[src/rtl/alu64_sequencer.sv]
// alu64_sequencer
//   Runs 64-bit data operations on an external 32-bit ALU in two passes.
//   The low word goes first, then the high word, with the carry chained
//   between the passes. The block accepts one request at a time and returns
//   a 64-bit result plus {N,Z,V,C} flags.
//
// Ports
//   clk, rst               clock; synchronous active-high reset
//   req_valid/req_ready    request handshake (ready only while idle)
//   req_op, req_a, req_b   operation select and 64-bit operands
//   rsp_valid/rsp_ready    response handshake
//   rsp_result, rsp_flags  64-bit result and {N,Z,V,C}
//   alu_in1/in2/c/cmd      drive to the 32-bit ALU (parked when not in use)
//   alu_result/alu_status  combinational return from the ALU
//
// state | meaning
// ------+-------------------------------------------------------------
// IDLE  | ready for a request, ALU parked at IDLE_CMD with zero inputs
// LO    | ALU works on bits [31:0]; capture result, carry and zero
// HI    | ALU works on bits [63:32] with the chained carry; build flags
// DONE  | response valid and held until rsp_ready
//
// A request accepted at edge T is in DONE after edge T+2, so the consumer
// first samples rsp_valid=1 at edge T+3. The shortest repeat interval is
// therefore four cycles.

module alu64_sequencer #(
  parameter int         OP_W     = 3,
  parameter logic [3:0] IDLE_CMD = 4'b0000
) (
  input  logic            clk,
  input  logic            rst,
  input  logic            req_valid,
  output logic            req_ready,
  input  logic [OP_W-1:0] req_op,
  input  logic [63:0]     req_a,
  input  logic [63:0]     req_b,
  output logic            rsp_valid,
  input  logic            rsp_ready,
  output logic [63:0]     rsp_result,
  output logic [3:0]      rsp_flags,
  output logic [31:0]     alu_in1,
  output logic [31:0]     alu_in2,
  output logic            alu_c,
  output logic [3:0]      alu_cmd,
  input  logic [31:0]     alu_result,
  input  logic [3:0]      alu_status
);

  typedef enum logic [1:0] {S_IDLE, S_LO, S_HI, S_DONE} state_t;

  localparam logic [OP_W-1:0] OP_ADD = OP_W'(0);
  localparam logic [OP_W-1:0] OP_SUB = OP_W'(1);
  localparam logic [OP_W-1:0] OP_RSB = OP_W'(2);
  localparam logic [OP_W-1:0] OP_AND = OP_W'(3);
  localparam logic [OP_W-1:0] OP_ORR = OP_W'(4);
  localparam logic [OP_W-1:0] OP_EOR = OP_W'(5);
  localparam logic [OP_W-1:0] OP_MOV = OP_W'(6);

  localparam logic [3:0] CMD_MOV = 4'b0001;
  localparam logic [3:0] CMD_ADC = 4'b0011;
  localparam logic [3:0] CMD_AND = 4'b0110;
  localparam logic [3:0] CMD_ORR = 4'b0111;
  localparam logic [3:0] CMD_EOR = 4'b1000;
  localparam logic [3:0] CMD_MVN = 4'b1001;

  state_t          state;
  logic [OP_W-1:0] op_q;
  logic [63:0]     a_q;
  logic [63:0]     b_q;
  logic            c_lo;
  logic            z_lo;

  logic [31:0]     a_w;
  logic [31:0]     b_w;
  logic            carry_w;

  assign req_ready = (state == S_IDLE);

  // Word select comes from the captured operands only, never from req_*.
  assign a_w = (state == S_HI) ? a_q[63:32] : a_q[31:0];
  assign b_w = (state == S_HI) ? b_q[63:32] : b_q[31:0];

  // Subtraction is a + ~b + 1. The +1 enters as the low-pass carry-in and
  // the high pass always takes the carry out of the low pass.
  assign carry_w = (state == S_HI) ? c_lo : (op_q != OP_ADD);

  always_comb begin
    alu_cmd = IDLE_CMD;
    alu_in1 = '0;
    alu_in2 = '0;
    alu_c   = 1'b0;
    if (state == S_LO || state == S_HI) begin
      case (op_q)
        OP_ADD: begin
          alu_cmd = CMD_ADC;
          alu_in1 = a_w;
          alu_in2 = b_w;
          alu_c   = carry_w;
        end
        OP_SUB: begin
          alu_cmd = CMD_ADC;
          alu_in1 = a_w;
          alu_in2 = ~b_w;
          alu_c   = carry_w;
        end
        OP_RSB: begin
          alu_cmd = CMD_ADC;
          alu_in1 = b_w;
          alu_in2 = ~a_w;
          alu_c   = carry_w;
        end
        OP_AND: begin
          alu_cmd = CMD_AND;
          alu_in1 = a_w;
          alu_in2 = b_w;
        end
        OP_ORR: begin
          alu_cmd = CMD_ORR;
          alu_in1 = a_w;
          alu_in2 = b_w;
        end
        OP_EOR: begin
          alu_cmd = CMD_EOR;
          alu_in1 = a_w;
          alu_in2 = b_w;
        end
        OP_MOV: begin
          alu_cmd = CMD_MOV;
          alu_in2 = b_w;
        end
        default: begin
          alu_cmd = CMD_MVN;
          alu_in1 = b_w;
        end
      endcase
    end
  end

  always_ff @(posedge clk) begin
    if (rst) begin
      state      <= S_IDLE;
      op_q       <= '0;
      a_q        <= '0;
      b_q        <= '0;
      c_lo       <= 1'b0;
      z_lo       <= 1'b0;
      rsp_valid  <= 1'b0;
      rsp_result <= '0;
      rsp_flags  <= '0;
    end else begin
      case (state)
        S_IDLE: begin
          if (req_valid) begin
            op_q  <= req_op;
            a_q   <= req_a;
            b_q   <= req_b;
            state <= S_LO;
          end
        end
        S_LO: begin
          rsp_result[31:0] <= alu_result;
          c_lo             <= alu_status[0];
          z_lo             <= alu_status[2];
          state            <= S_HI;
        end
        S_HI: begin
          rsp_result[63:32] <= alu_result;
          // The 64-bit result is zero only if both halves are zero.
          rsp_flags <= {alu_status[3], z_lo & alu_status[2],
                        alu_status[1], alu_status[0]};
          rsp_valid <= 1'b1;
          state     <= S_DONE;
        end
        S_DONE: begin
          if (rsp_ready) begin
            rsp_valid <= 1'b0;
            state     <= S_IDLE;
          end
        end
        default: state <= S_IDLE;
      endcase
    end
  end

endmodule

[config.mk]
export PLATFORM = sky130hd
export DESIGN_NAME = alu64_sequencer
export DESIGN_NICKNAME = d
export VERILOG_FILES = /design/src/rtl/alu64_sequencer.sv
export SDC_FILE = /design/constraint.sdc
export NUM_CORES = 1
export LEC_CHECK = 0
export BUFFER_PORTS_ARGS = -buffer_cell sky130_fd_sc_hd__buf_2
export CORE_UTILIZATION = 40
export DETAILED_ROUTE_END_ITERATION = 10
export GPL_TIMING_DRIVEN = 0
export PLACE_DENSITY = 0.65
export SYNTH_ARGS = -nofsm -noshare
export SYNTH_HDL_FRONTEND = slang
export SYNTH_SLANG_ARGS = --single-unit
[constraint.sdc]
create_clock -name clk -period 5.5 [get_ports clk]
set_clock_uncertainty 0.1 [all_clocks]
set_input_delay 0.275 -clock clk [delete_from_list [all_inputs] [get_ports clk]]
set_output_delay 0.275 -clock clk [all_outputs]
set_load 0.05 [all_outputs]
==> results.txt <==
Crit path buffers/inverters -> 5
Max VDD drop -> 0.349 mV
initial DRC count -> 518
Logic pwr share -> 50.4%
synthesized-area fraction occupied by adder cells -> 0.519%
critical path's largest stage delay -> 0.58 ns
Arr. time, crit path -> 3.15 ns
f_max -> 283 MHz
multiplexer area fraction after synthesis -> 13.9%
Synth Warn # -> 0
crit path max fanout -> 10
Critical Path RT -> 5.12 ns
hold path start -> req_valid
Setup TNS Final -> 0 ns
flops & latches, synth -> 204
dpl cell area -> 11,600 µm²
internal power component -> 3.92 mW
Slowest-stage cell, CP -> nor4bb_1
switching power -> 3.41 mW
Mapped Avg Cell Area -> 8.21 µm²
top_reg_cell synth -> dfxtp_1
Crit path depth -> 8
clk slew on worst S/H paths -> 0.06 ns
reg2reg end -> a_q[60]
grt peak-use layer -> met2
vias after detailed routing -> 10,400
Cell Pwr Density -> 521 nW/µm²
DIE WIDTH -> 157 µm
drt via density -> 5.14
std cell rows -> 56
HPWL Detailed -> 25,700 µm
chip height -> 157 µm
grt met1 use -> 33.2%
Hold-fix buffers, CTS -> 168
CTS Buffer Depth -> 3
area leader, netlist -> dfxtp_1
Finished Cell Area -> 14,100 µm²
cell count of the worst hold path -> 4
I/O pin count -> 310
compound-cell area share of the yosys netlist -> 19.8%
EDFF count, synth -> 0
H-tree levels -> 1
CTS Sinks -> 204
Async S/R FF share, synth -> 0%
DRT antenna net count -> 0
starting density of the core -> 41.0%
xor/xnor cell area share of the yosys netlist -> 0.272%
met3 global-route usage -> 5.20%
status -> completed
Hold EP -> state[1]
final hold viol count -> 0
kind of critical path -> flop to primary output
worst hold path class -> input port to flop
CP top delay family -> buffers and inverters
initial antenna violation count -> 2
Core ar. -> 23,500 µm²
final slew viol count -> 0
reg-to-reg startpoint -> state[1]
Worst Setup Start Kind -> flop
grt total ovfl -> 0
Initial DRT Pass Iterations -> 7
Max-slew headroom -> 54.2%
CP most frequent cell -> buf_2
flop-to-flop setup slack -> 3.19 ns
RSZ-0062 raised after global routing -> false
crit end category -> primary output
Critical Path, Cell by Cell -> inv_1 > ha_1 > buf_4 > buf_2 > buf_2 > o21ai_0 > nor4bb_1 > buf_2
CTS tree -> built
Cell Area, Synth -> 9640 µm²
vias in the first global route -> 10,300
Remaining DRCs -> 0
Area Growth Syn to Fin -> 46.0%
Synth Area in Simple Gates -> 17.8%
min cycle time layout -> 3.53 ns
syn nets -> 1,350
number of buffers created by CTS -> 23
Post-CTS Setup Repair Bufs -> 0
Slew @ Worst Pin -> 0.688 ns
largest family of logic cells by synthesized area -> compound AO/OA/AOI/OAI gates
layout cells sized above 1 -> 22.7%
worst setup margin -> 1.97 ns
Port Buffers -> 308
clk root buf -> clkbuf_16
post-synth cell types -> 30
Seq pwr share -> 26.8%
Global Route Usage Sum -> 28.0%
Clk pwr share -> 22.8%
post-synthesis sequential area ratio -> 42.3%
largest net degree at the start of global routing -> 14
P_leak -> 5.94 nW
Mapped Cells -> 1,175
Placement Setup Slack -> 2.54 ns
Final setup viols -> 0
WL per Instance -> 17.9 µm
Sw Ratio -> 46.5%
synth top area cells -> dfxtp_1 (42%), mux2i_1 (14%), nand2_1 (12%)
Final period util -> 64.2%
die area -> 24,700 µm²
Gates resized, CTS repair -> 0
maxcap violations -> 0
placer congestion estimate -> 0.893
nets@finish -> 1,851
clock latency on the worst-skew pair -> 0.52 ns
Final Routed Wirelength -> 36,000 µm
FF-to-FF path depth -> 8
first-pass GRT wire length -> 53,700 µm
post-synth top area share -> 42.3%
met2 usage -> 49.5%
-- layer usage --
layer	vias to the layer above	part of all wire [%]
li1	5039	-
met1	4842	42
met2	394	47
met3	87	6.8
met4	0	4.0
met5	-	0
-- cell usage after synthesis, drive strengths merged (3+ instances only) --
cell / n
o21ai: 34
nor2: 72
dfxtp: 204
and2: 3
nor3b: 32
buf: 45
mux2i: 134
a21oi: 167
clkbuf: 67
o22a: 32
nand2b: 6
ha: 4
o21a: 32
o2111a: 32
nand2: 297
-- worst register-to-register path, cell delays in order, from the launching register on --
cell      delay (ns)
dfxtp_1         0.34
inv_1           0.10
ha_1            0.25
and2_1          0.15
clkbuf_1        0.30
buf_2           0.41
buf_2           0.35
nand2_1         0.11
a21oi_1         0.12
-- worst max path at each step --
stage	slack [ns]	start	endpoint
4_1_cts	1.98	state[0]	alu_c
6_report	1.97	state[0]	alu_c
2_1_floorplan	2.30	state[0]	alu_c
5_1_grt	1.81	state[0]	alu_c
3_3_place_gp	2.52	state[0]	alu_c
3_5_place_dp	2.54	state[0]	alu_c
-- cell usage in the layout (no fill, tap or decap), types with 2 or more instances in the layout --
| master | Yosys | routed |
|---|---|---|
| nand2_1 | 297 | 297 |
| o21ai_1 | 4 | 4 |
| o21a_1 | 32 | 32 |
| a21oi_1 | 167 | 167 |
| buf_4 | 5 | 5 |
| clkinv_2 | 0 | 3 |
| nand2b_1 | 6 | 6 |
| dlygate4sd3_1 | 0 | 168 |
| bufinv_16 | 0 | 5 |
| clkbuf_16 | 0 | 23 |
| ha_1 | 4 | 4 |
| nor2b_1 | 2 | 2 |
| o2111a_1 | 32 | 32 |
| and2_1 | 2 | 2 |
| buf_8 | 2 | 2 |
| clkbuf_1 | 67 | 74 |
| buf_1 | 3 | 3 |
| clkbuf_8 | 0 | 2 |
| buf_2 | 35 | 343 |
| diode_2 | 0 | 2 |
| o21ai_0 | 30 | 30 |
| dfxtp_1 | 204 | 204 |
| xor2_1 | 2 | 2 |
| nor3b_1 | 32 | 32 |
| o22a_1 | 32 | 32 |
| nor2_1 | 72 | 72 |
| nand3_1 | 2 | 2 |
| inv_1 | 2 | 2 |
| mux2i_1 | 134 | 134 |
-- power groups by stage --
stage | combinational, mW | sequential (mW) | clock, mW
after CTS | 3.66 | 1.96 | 1.69
final | 3.70 | 1.97 | 1.67
after global placement | 3.52 | 1.98 | 0
after detailed placement | 3.56 | 1.99 | 0
after floorplan | 2.24 | 2.35 | 0
after global routing | 3.92 | 2.00 | 1.75
-- sequential cells by signal, indices dropped and copies added (netlist names) --
| name | cells |
|---|---|
| rsp_flags | 4 |
| z_lo | 1 |
| op_q | 3 |
| b_q | 64 |
| rsp_result | 64 |
| state | 2 |
| c_lo | 1 |
| rsp_valid | 1 |
| a_q | 64 |
-- cell families (layout without fill, tap and decap cells) --
group / Yosys count / after routing
and+or+nand+nor: 416 / 416
AOI/OAI and AO/OA: 300 / 300
DFF: 204 / 204
muxes: 134 / 134
buffers and inverters: 114 / 632
adders and majority gates: 4 / 4
xor gates and xnor gates: 3 / 3
other: 0 / 2
-- through the flow --
step                total power, mW  util (%)  hold WS, ns  std cells
floorplan                      4.59         -        0.311       1175
global placement               5.50      49.2        0.341       1802
detailed placement             5.54      49.2        0.346       1802
CTS                            7.31      59.8        0.118       2012
global route                   7.67      59.8        0.142       2013
finish                         7.33      59.8        0.130       2014
-- final cells by class --
| type | instances | area [µm²] |
|---|---|---|
| diodes | 2 | 5.00 |
| clock inverters | 10 | 181 |
| clock buffers | 32 | 629 |
| plain buffers | 112 | 505 |
| inverters | 2 | 7.51 |
| fillers | 2105 | 9460 |
| flip-flops and latches | 204 | 4080 |
| well taps | 319 | 399 |
| repair buffers | 476 | 3220 |
| multi-input cells | 857 | 5050 |
No activity file was read; power rests on OpenSTA's default activity.
